<file path="src/rtl/rpn_pkg.sv">
// Shared opcode, flag-index and stack-state definitions for the RPN calculator.
package rpn_pkg;

    typedef enum logic [2:0] {
        OP_ADD  = 3'b000,
        OP_SUB  = 3'b001,
        OP_AND  = 3'b010,
        OP_OR   = 3'b011,
        OP_XOR  = 3'b100,
        OP_NEG  = 3'b101,
        OP_DUP  = 3'b110,
        OP_SWAP = 3'b111
    } op_e;

    localparam int FLAG_N = 3;
    localparam int FLAG_Z = 2;
    localparam int FLAG_C = 1;
    localparam int FLAG_V = 0;

    typedef enum logic [1:0] {
        ST_EMPTY   = 2'd0,
        ST_PARTIAL = 2'd1,
        ST_FULL    = 2'd2
    } state_e;

endpackage

</file>
<file path="src/rtl/rpn_alu.sv">
// Combinational ALU: a is NOS, b is TOS. Produces the result and its NZCV flags.
module rpn_alu #(
    parameter int WIDTH = 16
) (
    input  logic [WIDTH-1:0] a,
    input  logic [WIDTH-1:0] b,
    input  logic [2:0]       op,
    output logic [WIDTH-1:0] result,
    output logic [3:0]       flags
);
    import rpn_pkg::*;

    localparam int MSB = WIDTH - 1;

    logic [WIDTH:0] sum;
    logic [WIDTH:0] diff;
    logic           c;
    logic           v;

    assign sum  = {1'b0, a} + {1'b0, b};
    assign diff = {1'b0, a} - {1'b0, b};

    // NOTE: every combinational output gets a default first so no path infers a latch.
    always_comb begin
        result = b;
        c      = 1'b0;
        v      = 1'b0;
        case (op_e'(op))
            OP_ADD: begin
                result = sum[MSB:0];
                c      = sum[WIDTH];
                v      = (a[MSB] == b[MSB]) && (result[MSB] != a[MSB]);
            end
            OP_SUB: begin
                result = diff[MSB:0];
                c      = ~diff[WIDTH];
                v      = (a[MSB] != b[MSB]) && (result[MSB] != a[MSB]);
            end
            OP_AND:  result = a & b;
            OP_OR:   result = a | b;
            OP_XOR:  result = a ^ b;
            OP_NEG: begin
                result = -b;
                v      = (b == {1'b1, {(WIDTH-1){1'b0}}});
            end
            default: result = b;
        endcase

        flags         = '0;
        flags[FLAG_N] = result[MSB];
        flags[FLAG_Z] = (result == '0);
        flags[FLAG_C] = c;
        flags[FLAG_V] = v;
    end

endmodule

</file>
<file path="src/rtl/rpn_stack_calc.sv">
// RPN calculator core: DEPTH-entry operand stack, ALU dispatch, one-level undo.
module rpn_stack_calc #(
    parameter  int WIDTH = 16,
    parameter  int DEPTH = 4,
    localparam int CW    = $clog2(DEPTH + 1)
) (
    input  logic             clk,
    input  logic             resetN,
    input  logic             Enter,
    input  logic             Undo,
    input  logic             IsOp,
    input  logic [WIDTH-1:0] DataIn,
    output logic [WIDTH-1:0] ToDisplay,
    output logic [3:0]       Flags,
    output logic [CW-1:0]    StackCount,
    output logic             Error,
    output logic [1:0]       CurrentState
);
    import rpn_pkg::*;

    localparam int            IW       = $clog2(DEPTH);
    localparam logic [CW-1:0] FULL_CNT = CW'(DEPTH);

    logic [WIDTH-1:0] stack      [DEPTH];
    logic [WIDTH-1:0] nxt_stack  [DEPTH];
    logic [WIDTH-1:0] hist_stack [DEPTH];
    logic [CW-1:0]    count, nxt_count, hist_count;
    logic [3:0]       flags, nxt_flags, hist_flags;
    logic             hist_valid, error;
    logic             enter_q, undo_q, armed;
    logic             enter_press, undo_press;
    logic             accepted, rejected, is_undo;
    logic             has_one, has_two, not_full;
    logic [IW-1:0]    tos_idx, nos_idx, push_idx;
    logic [WIDTH-1:0] tos, nos, alu_result;
    logic [3:0]       alu_flags;
    op_e              op;
    state_e           cur_state;

    // armed stays low for the first clock after reset so a level held through release is not a press.
    assign enter_press = Enter & ~enter_q & armed;
    assign undo_press  = Undo & ~undo_q & armed;

    assign tos_idx  = IW'(count - CW'(1));
    assign nos_idx  = IW'(count - CW'(2));
    assign push_idx = IW'(count);
    assign tos      = stack[tos_idx];
    assign nos      = stack[nos_idx];
    assign has_one  = (count != '0);
    assign has_two  = (count >= CW'(2));
    assign not_full = (count < FULL_CNT);
    assign op       = op_e'(DataIn[2:0]);

    rpn_alu #(.WIDTH(WIDTH)) u_alu (
        .a      (nos),
        .b      (tos),
        .op     (DataIn[2:0]),
        .result (alu_result),
        .flags  (alu_flags)
    );

    always_comb begin
        nxt_stack = stack;
        nxt_count = count;
        nxt_flags = flags;
        accepted  = 1'b0;
        rejected  = 1'b0;
        is_undo   = 1'b0;
        if (undo_press) begin
            if (hist_valid) begin
                nxt_stack = hist_stack;
                nxt_count = hist_count;
                nxt_flags = hist_flags;
                accepted  = 1'b1;
                is_undo   = 1'b1;
            end else begin
                rejected = 1'b1;
            end
        end else if (enter_press) begin
            if (!IsOp) begin
                if (not_full) begin
                    nxt_stack[push_idx] = DataIn;
                    nxt_count           = count + CW'(1);
                    accepted            = 1'b1;
                end else begin
                    rejected = 1'b1;
                end
            end else begin
                case (op)
                    OP_ADD, OP_SUB, OP_AND, OP_OR, OP_XOR: begin
                        if (has_two) begin
                            nxt_stack[nos_idx] = alu_result;
                            nxt_count          = count - CW'(1);
                            nxt_flags          = alu_flags;
                            accepted           = 1'b1;
                        end else begin
                            rejected = 1'b1;
                        end
                    end
                    OP_NEG: begin
                        if (has_one) begin
                            nxt_stack[tos_idx] = alu_result;
                            nxt_flags          = alu_flags;
                            accepted           = 1'b1;
                        end else begin
                            rejected = 1'b1;
                        end
                    end
                    OP_DUP: begin
                        if (has_one && not_full) begin
                            nxt_stack[push_idx] = tos;
                            nxt_count           = count + CW'(1);
                            accepted            = 1'b1;
                        end else begin
                            rejected = 1'b1;
                        end
                    end
                    OP_SWAP: begin
                        if (has_two) begin
                            nxt_stack[tos_idx] = nos;
                            nxt_stack[nos_idx] = tos;
                            accepted           = 1'b1;
                        end else begin
                            rejected = 1'b1;
                        end
                    end
                endcase
            end
        end
    end

    // NOTE: the stack and history arrays are reset explicitly, so reset clears any residual undo data.
    always_ff @(posedge clk or negedge resetN) begin
        if (!resetN) begin
            stack      <= '{default: '0};
            hist_stack <= '{default: '0};
            count      <= '0;
            hist_count <= '0;
            flags      <= '0;
            hist_flags <= '0;
            hist_valid <= 1'b0;
            error      <= 1'b0;
            enter_q    <= 1'b0;
            undo_q     <= 1'b0;
            armed      <= 1'b0;
        end else begin
            enter_q <= Enter;
            undo_q  <= Undo;
            armed   <= 1'b1;
            stack   <= nxt_stack;
            count   <= nxt_count;
            flags   <= nxt_flags;
            if (accepted) begin
                error <= 1'b0;
            end else if (rejected) begin
                error <= 1'b1;
            end
            if (is_undo) begin
                hist_valid <= 1'b0;
            end else if (accepted) begin
                hist_stack <= stack;
                hist_count <= count;
                hist_flags <= flags;
                hist_valid <= 1'b1;
            end
        end
    end

    always_comb begin
        if (count == '0) begin
            cur_state = ST_EMPTY;
        end else if (count == FULL_CNT) begin
            cur_state = ST_FULL;
        end else begin
            cur_state = ST_PARTIAL;
        end
    end

    assign ToDisplay    = has_one ? tos : '0;
    assign Flags        = flags;
    assign StackCount   = count;
    assign Error        = error;
    assign CurrentState = cur_state;

endmodule

</file>
<file path="config.mk">
export PLATFORM = sky130hd
export DESIGN_NAME = rpn_stack_calc
export DESIGN_NICKNAME = d
export VERILOG_FILES = /design/src/rtl/rpn_pkg.sv /design/src/rtl/rpn_alu.sv /design/src/rtl/rpn_stack_calc.sv
export SDC_FILE = /design/constraint.sdc
export NUM_CORES = 1
export LEC_CHECK = 0
export ABC_AREA = 0
export BUFFER_PORTS_ARGS = -buffer_cell sky130_fd_sc_hd__buf_2
export CORE_MARGIN = 2
export CORE_UTILIZATION = 35
export CTS_CLUSTER_DIAMETER = 80
export CTS_CLUSTER_SIZE = 20
export DETAILED_ROUTE_END_ITERATION = 7
export PLACE_DENSITY_LB_ADDON = 0.1
export SLEW_MARGIN = 0
export SYNTH_ARGS = -nofsm -noshare
export SYNTH_HDL_FRONTEND = slang
export SYNTH_SLANG_ARGS = --single-unit
</file>
<file path="constraint.sdc">
create_clock -name clk -period 7.45 [get_ports clk]
set_clock_uncertainty 0.2 [all_clocks]
set_input_delay 1.8625 -clock clk [delete_from_list [all_inputs] [get_ports clk]]
set_output_delay 1.8625 -clock clk [all_outputs]
set_load 0.05 [all_outputs]
</file>
== Yosys cells after proc, flatten, opt, wreduce, memory -nomap -nowiden ==
Cells that the tools add are included.

* Flip-flop bits (word level): 147
* Bits in latches: 0
* Bits in writable memories: 0
* Bits in read-only memories: 0
* Bits of input ports: 21
* Word-level logic and storage cells: 160
* Memories: 0

* $add $sub $neg: 6
* Multipliers: 0
* Div/mod/pow operators: 0
* $lt $le $gt $ge: 8
* Equal/unequal tests: 21
* Shift operators: 0
* Mux-type cells: 72
* Bitwise gates (word level): 14
* Reductions and logical operators: 22

{| class="wikitable"
|+ Operators by type and width
! operator !! number
|-
| $mux W64 || 9
|-
| $bwmux W64 || 6
|-
| $pmux W64 S4 || 1
|-
| $mux W16 || 8
|-
| $demux W16 S2 || 3
|-
| $pmux W16 S6 || 1
|-
| $bmux W16 S2 || 2
|-
| $mux W4 || 6
|-
| $mux W1 || 21
|-
| $mux W3 || 7
|-
| $add A16 B16 Y17 || 1
|-
| $sub A16 B16 Y17 || 1
|-
| $and A16 B16 Y16 || 1
|-
| $eq A16 B16 Y1 const B || 1
|-
| $logic_not A16 Y1 || 1
|-
| $ne A4 B4 Y1 const B || 4
|-
| $neg A16 Y16 || 1
|-
| $or A16 B16 Y16 || 1
|-
| $xor A16 B16 Y16 || 1
|-
| $eq A3 B3 Y1 const B || 5
|-
| $reduce_and A6 Y1 || 2
|-
| $ge A3 B3 Y1 const B || 3
|-
| $lt A3 B1 Y1 const B || 3
|-
| $not A2 Y3 || 3
|-
| 27 further kinds || 51
|}

== Logic depth before layout (Yosys ltp) ==
* Depth after elaboration: 14
* Mapped depth: 21
* Gate-level depth less buffers: 17

== By module ==
Synthesis repeated with hierarchy kept, for this count alone.

* Cells, all modules: 2,038
* Area total of the unflattened synthesis: 16,617.2 um^2

{| class="wikitable"
|+ By module, submodules not included
! module !! times used !! cells an instance !! area each (um^2) !! sequential area each (um^2)
|-
| rpn_stack_calc || 1 || 1,554 || 13,379.1 || 3,678.5
|-
| rpn_alu || 1 || 484 || 3,238.1 || 0.0
|}

== Worst setup path before layout ==
Ideal clock, no wire load.

* Path kind: register to register
* Start point: reg count[0], in the netlist StackCount[0]
* End point: reg flags[2], in the netlist Flags[2]
* Setup time: 64 ps
* Arrival time: 5,389 ps
* Setup slack: 1,797 ps
* Cell stages (with the launch flop): 21
* Buffers on the path: 6
* Clock period less this slack: 5,653 ps
* Cells stage by stage: dfrtp_1 buf_6 buf_6 inv_1 ha_1 buf_2 buf_2 mux4_2 clkbuf_1 inv_1 ha_1 clkbuf_1 o211ai_1 a211oi_1 o21ai_1 a2111oi_0 a2111oi_0 o32a_1 or4_1 nor4_1 a21o_1

* Word-level cells in the longest chain between the ends: 13
* Elaborated cells between the ends (all ways): 29
* Classes of those cells: add/sub: 5; order compare: 1; eq/ne: 2; mux: 13; bitwise: 5; reduce/logical: 3

{| class="wikitable"
|+ Ends and longest elaborated chain
! element !! RTL line !! text
|-
| from (decl) || rpn_stack_calc.sv:27 || <nowiki>logic [CW-1:0] count, nxt_count, hist_count;</nowiki>
|-
| from (signal assigned) || rpn_stack_calc.sv:151 || <nowiki>count <= nxt_count;</nowiki>
|-
| $sub A3 B1 Y3 / $sub A2 B2 Y2 (equally long branches) || n/a ||
|-
| $not A2 Y3, on equally long branches || rpn_stack_calc.sv:47, rpn_stack_calc.sv:48 ||
|-
| $bmux W16 S2, on equally long branches || rpn_stack_calc.sv:47, rpn_stack_calc.sv:48 ||
|-
| $mux W16, on equally long branches (2 in series) || rpn_stack_calc.sv:47, rpn_stack_calc.sv:48 ||
|-
| $neg A16 Y16 (tied with other cells) || rpn_alu.sv:43 || <nowiki>result = -b;</nowiki>
|-
| $pmux W16 S6 || rpn_alu.sv:28 || <nowiki>case (op_e'(op))</nowiki>
|-
| $logic_not A16 Y1 || rpn_alu.sv:51 || <nowiki>flags[FLAG_Z] = (result == '0);</nowiki>
|-
| $mux W4, on equally long branches || rpn_stack_calc.sv:101, rpn_stack_calc.sv:91 ||
|-
| $pmux W4 S2 || rpn_stack_calc.sv:89 || <nowiki>case (op)</nowiki>
|-
| $mux W4 || rpn_stack_calc.sv:80 || <nowiki>if (!IsOp) begin</nowiki>
|-
| $mux W4 || rpn_stack_calc.sv:79 || <nowiki>end else if (enter_press) begin</nowiki>
|-
| $mux W4 || rpn_stack_calc.sv:69 || <nowiki>if (undo_press) begin</nowiki>
|-
| to (signal assigned) || rpn_stack_calc.sv:152 || <nowiki>flags <= nxt_flags;</nowiki>
|-
| to (decl) || rpn_stack_calc.sv:28 || <nowiki>logic [3:0] flags, nxt_flags, hist_flags;</nowiki>
|}

Parallel ways exist; a longest one is shown, timed or not. The select of a mux whose other input is x is not followed.
A chain may end at the register's enable or synchronous reset.

== Worst setup path in the final report ==
* Start point: reg count[0], in the netlist StackCount[0]
* End point: reg stack[43] (netlist name)

* Word-level cells in the longest chain between the ends: 13
* Elaborated cells between the ends (all ways): 58
* Classes of those cells: add/sub: 5; order compare: 8; eq/ne: 4; mux: 28; bitwise: 6; reduce/logical: 7

{| class="wikitable"
|+ Ends and longest elaborated chain
! element !! RTL line !! text
|-
| $sub A3 B1 Y3 / $sub A2 B2 Y2 (equally long branches) || n/a ||
|-
| $not A2 Y3, on equally long branches || n/a ||
|-
| $bmux W16 S2 (tied with other cells) || rpn_stack_calc.sv:47 || <nowiki>assign tos = stack[tos_idx];</nowiki>
|-
| $mux W16 (implied by the code) (tied with other cells) || rpn_stack_calc.sv:47 ||
|-
| $mux W16, on equally long branches || n/a ||
|-
| $neg A16 Y16 (tied with other cells) || rpn_alu.sv:43 ||
|-
| $pmux W16 S6 / $bwmux W64 (equally long branches) || rpn_alu.sv:28, rpn_stack_calc.sv:120 ||
|-
| $bwmux W64, on equally long branches || rpn_stack_calc.sv:102, rpn_stack_calc.sv:92, rpn_stack_calc.sv:121 ||
|-
| $mux W64, on equally long branches || rpn_stack_calc.sv:101, rpn_stack_calc.sv:91, rpn_stack_calc.sv:119 ||
|-
| $pmux W64 S4 || rpn_stack_calc.sv:89 ||
|-
| $mux W64 || rpn_stack_calc.sv:80 ||
|-
| $mux W64 || rpn_stack_calc.sv:79 ||
|-
| $mux W64 || rpn_stack_calc.sv:69 ||
|-
| to (signal assigned) || rpn_stack_calc.sv:150 || <nowiki>stack <= nxt_stack;</nowiki>
|-
| to (decl) || rpn_stack_calc.sv:24 || <nowiki>logic [WIDTH-1:0] stack [DEPTH];</nowiki>
|}

Parallel ways exist; a longest one is shown, timed or not. The select of a mux whose other input is x is not followed.

==> metrics.md <==
| Metric | Value |
|---|---|
| Distinct cells, synth | `84` |
| Synth top cells by count | `nand2_1, o21ai_0, dfrtp_1` |
| Post-DP HPWL | `between 30 and 40 mm` |
| Num CTS Buffers | `17` |
| Final setup TNS | `0 ns` |
| DRT iter0 DRCs | `between 1.5k and 2k` |
| YS warnings | `0` |
| Max_cap viols | `0` |
| Die Y | `~200 microns` |
| Pleak | `a little over 0.006 uW` |
| # rows | `between 70 and 80` |
| Gr usage total | `0.274` |
| Fin nets | `about 1.7k` |
| Cell count after synthesis | `~1.7k` |
| CP max stage delay | `1.03 ns` |
| DRC errors left | `0` |
| Antenna diodes | `0` |
| Post-route clock period utilization | `0.796` |
| TritonRoute pass-1 iters | `7` |
| Sequential element share of the synthesized area | `0.266` |
| CP Buf/Inv Count | `3` |
| Post-Syn Area | `around 0.014 sq mm` |
| Worst Path Arrival | `~6.1 ns` |
| Area contributors post-synth | `dfrtp_1, o21ai_0, mux2_2` |
| Dpl ws | `between 1.5 and 2 ns` |
| FILL cells | `roughly 3.9k` |
| Syn_area_per_cell | `roughly 8.3 sq um` |
| Min Clock Period, post-route | `5.93 ns` |
| Yosys reg bits | `roughly 150` |
| Largest net degree at the start of global routing | `between 90 and 100` |
| Max-slew headroom | `0.158` |
| Remaining Overflow, GRT | `0` |
| # clock sinks | `about 150` |
| CP Cell Sequence | `inv_1 -> ha_1 -> buf_4 -> mux4_2 -> inv_1 -> ha_1 -> nor2_1 -> o211ai_1 -> a211oi_1 -> o21ai_0 -> a21boi_0 -> a2111oi_0 -> a211oi_1 -> nand2_1 -> a21oi_1 -> a2bb2oi_1` |
| Num ports | `47` |
| Top Metal Used | `met4` |
| Die Footprint | `roughly 0.041 sq mm` |
| Post-Syn Nets | `about 1.8k` |
| Crit path required time | `7.62 ns` |
| Fmax | `169 MHz` |
| Setup-failing EPs final | `0` |
| Type of the worst min-delay path | `reg -> reg` |
| Metal3 WL | `about 5.1 mm` |
| First-pass GRT wire length | `85.6 mm` |
| GP Congestion | `a little under 0.9` |
| FFs w/ async S/R, synth | `1.00` |
| Die Wd | `203 microns` |
| TritonCTS clock tree | `done` |
| Routed WL | `56.8 mm` |
| Drt wl/cell | `between 20 and 30 microns` |
| Slew Limit Fails | `0` |
| RSZ-0062 raised after global routing | `no` |
| Hold buffers post-CTS | `0` |
| Worst-skew pair later-pin latency | `approximately 0.46 ns` |
| Post-synth EDFFs | `0` |
| Post-layout util | `0.388` |
| Starting Density | `0.357` |
| Met2 Wirelength | `24.6 mm` |
| Worst Path Max Fanout | `13` |
| Power, Total | `approximately 8000 uW` |
| Hold Violations, Final | `0` |
| Core box area | `between 0.03 and 0.04 sq mm` |
| Initial antenna violation count | `0` |
| Pwr dens | `524 mW/mm^2` |
| Clock Path Buffers | `2` |
| Reg clk slew, reported paths | `around 0.080 ns` |
| Via-to-Cell Ratio | `between 6 and 7` |
| M1 WL | `approximately 25 mm` |
| Critical Path Start Type | `flop` |
| CP max stage cell | `a211oi_1` |
| Final ANT Viol Nets | `0` |
| Peak supply drop | `203 uV` |
| Postcts setup bufs | `0` |
| Most common cell in the synthesized netlist | `nand2_1` |
| CP delay by family, top | `compound AO/OA/AOI/OAI gates` |
| Top cell type's share of synthesized area | `0.266` |
| CP Capture Type | `flop` |
| Critical path class | `reg -> reg` |
| Layout cells sized above 1 | `0.156` |
| Vias in the first global route | `13.0k` |
| Depth of the CTS H-tree | `4` |
| Area grow syn2layout | `8.77%` |
| Status | `completed` |
| Resized cells post-CTS | `0` |
| Clock root cell | `clkbuf_16` |
| Top FF cell, synth | `dfrtp_1` |
| Port bufs | `46` |
| Via count | `13.8k` |
| Worst-margin pin slew | `~1.3 ns` |
| Area leader, netlist | `dfrtp_1` |
| Final setup margin | `1.52 ns` |
| Final non-filler cell area | `0.0151 sq mm` |
| Placed instance area | `between 0.01 and 0.015 sq mm` |
[routing by layer]
metal | vias up | global-route usage
met5 | - | 0
met4 | 0 | 0.0965
met3 | 94 | 0.0457
met2 | 713 | 0.411
met1 | 6832 | 0.395
li1 | 6210 | -
[stage by stage]
| stage | instances | hold WS, ns |
|---|---|---|
| floorplan | 1670 | 0.273 |
| global placement | 2116 | 0.284 |
| detailed placement | 2116 | 0.290 |
| CTS | 2148 | 0.306 |
| global route | 2148 | 0.320 |
| finish | 2148 | 0.306 |
[worst register-to-register path, stage by stage, from the launching register on]
cell	delay, ns
dfrtp_2	0.40
inv_1	0.23
ha_1	0.51
buf_4	0.39
mux4_2	0.52
inv_1	0.27
ha_1	0.37
nor2_1	0.17
o211ai_1	0.20
a211oi_1	0.50
o21ai_0	0.19
a21boi_0	0.27
a2111oi_0	0.13
a211oi_1	1.03
nand2_1	0.12
a21oi_1	0.19
a2bb2oi_1	0.18
[registers in the layout, indices dropped and copies added, names as in the netlist]
| register | cells |
|---|---|
| undo_q | 1 |
| hist_stack | 64 |
| hist_flags | 4 |
| Error | 1 |
| stack | 64 |
| Flags | 4 |
| StackCount | 3 |
| enter_q | 1 |
| hist_valid | 1 |
| armed | 1 |
| hist_count | 3 |
[cells by family (layout without fill, tap and decap cells)]
logic type | Yosys count | in the layout | synth area share
simple gates | 430 | 430 | 0.138
mux | 180 | 180 | 0.164
compound gates | 614 | 614 | 0.303
xor+xnor | 12 | 12 | 0.00759
other cells | 1 | 1 | 0.000271
fa+ha+maj | 64 | 64 | 0.0589
buf+inv | 222 | 182 | 0.0622
flops | 147 | 147 | 0.266
[where the power goes]
group | switching [uW] | total (uW) | internal [uW] | leakage [uW]
combinational | 3680 | 5580 | 1900 | 0.00383
clock | 396 | 871 | 475 | 0.000276
sequential | 342 | 1440 | 1100 | 0.00196
total | 4410 | 7890 | 3480 | 0.00606
[cells in the final DEF, fill, tap and decap left out, types with 6 or more instances in the layout]
cell and n:
o31a_1 7, mux2i_1 76, nor2b_1 14, clkinv_4 7, a22oi_1 19, nor2_1 135
o2111ai_1 6, o22ai_1 13, clkbuf_16 17, a21o_1 18, a22o_1 13, xnor2_1 10
buf_4 43, o21a_1 12, and3_1 7, ha_1 58, a2111oi_0 7, a21oi_1 109
inv_1 58, a221oi_1 22, a211oi_1 31, o21ai_0 167, nor4_1 8, o211ai_1 23
mux4_2 30, a31oi_1 18, a221o_1 15, nand2b_1 9, nand3_1 11, o31ai_1 14
nand2_1 188, buf_2 45, or3_1 8, mux2_2 73, a222oi_1 57, dfrtp_1 146
nor3_1 18
[layout make-up]
type                            count  area, sq um  area share
Inverter                           61          229      0.0152
Timing Repair Buffer               89          559      0.0371
Sequential cell                   147         3680       0.244
Multi-Input combinational cell   1301         9380       0.622
Tap cell                          518          648      0.0430
Clock buffer                       20          447      0.0296
Clock inverter                     12          125     0.00830
[final timing paths]
check | start | endpoint | slack, ns | depth (start not counted)
max in group asynchronous | resetN | stack[59]$_DFFE_PN0P_ | 4.36 | 2
setup reg to reg | StackCount[0]$_DFFE_PN0P_ | stack[43]$_DFFE_PN0P_ | 1.52 | 16
hold reg to reg | hist_stack[16]$_DFFE_PN0P_ | hist_stack[16]$_DFFE_PN0P_ | 0.31 | 1
hold / removal | hist_stack[16]$_DFFE_PN0P_ | hist_stack[16]$_DFFE_PN0P_ | 0.31 | 1
min in group asynchronous | resetN | hist_stack[18]$_DFFE_PN0P_ | 1.31 | 1
setup / recovery | StackCount[0]$_DFFE_PN0P_ | stack[43]$_DFFE_PN0P_ | 1.52 | 16
Power figures use the tool's default switching activity.
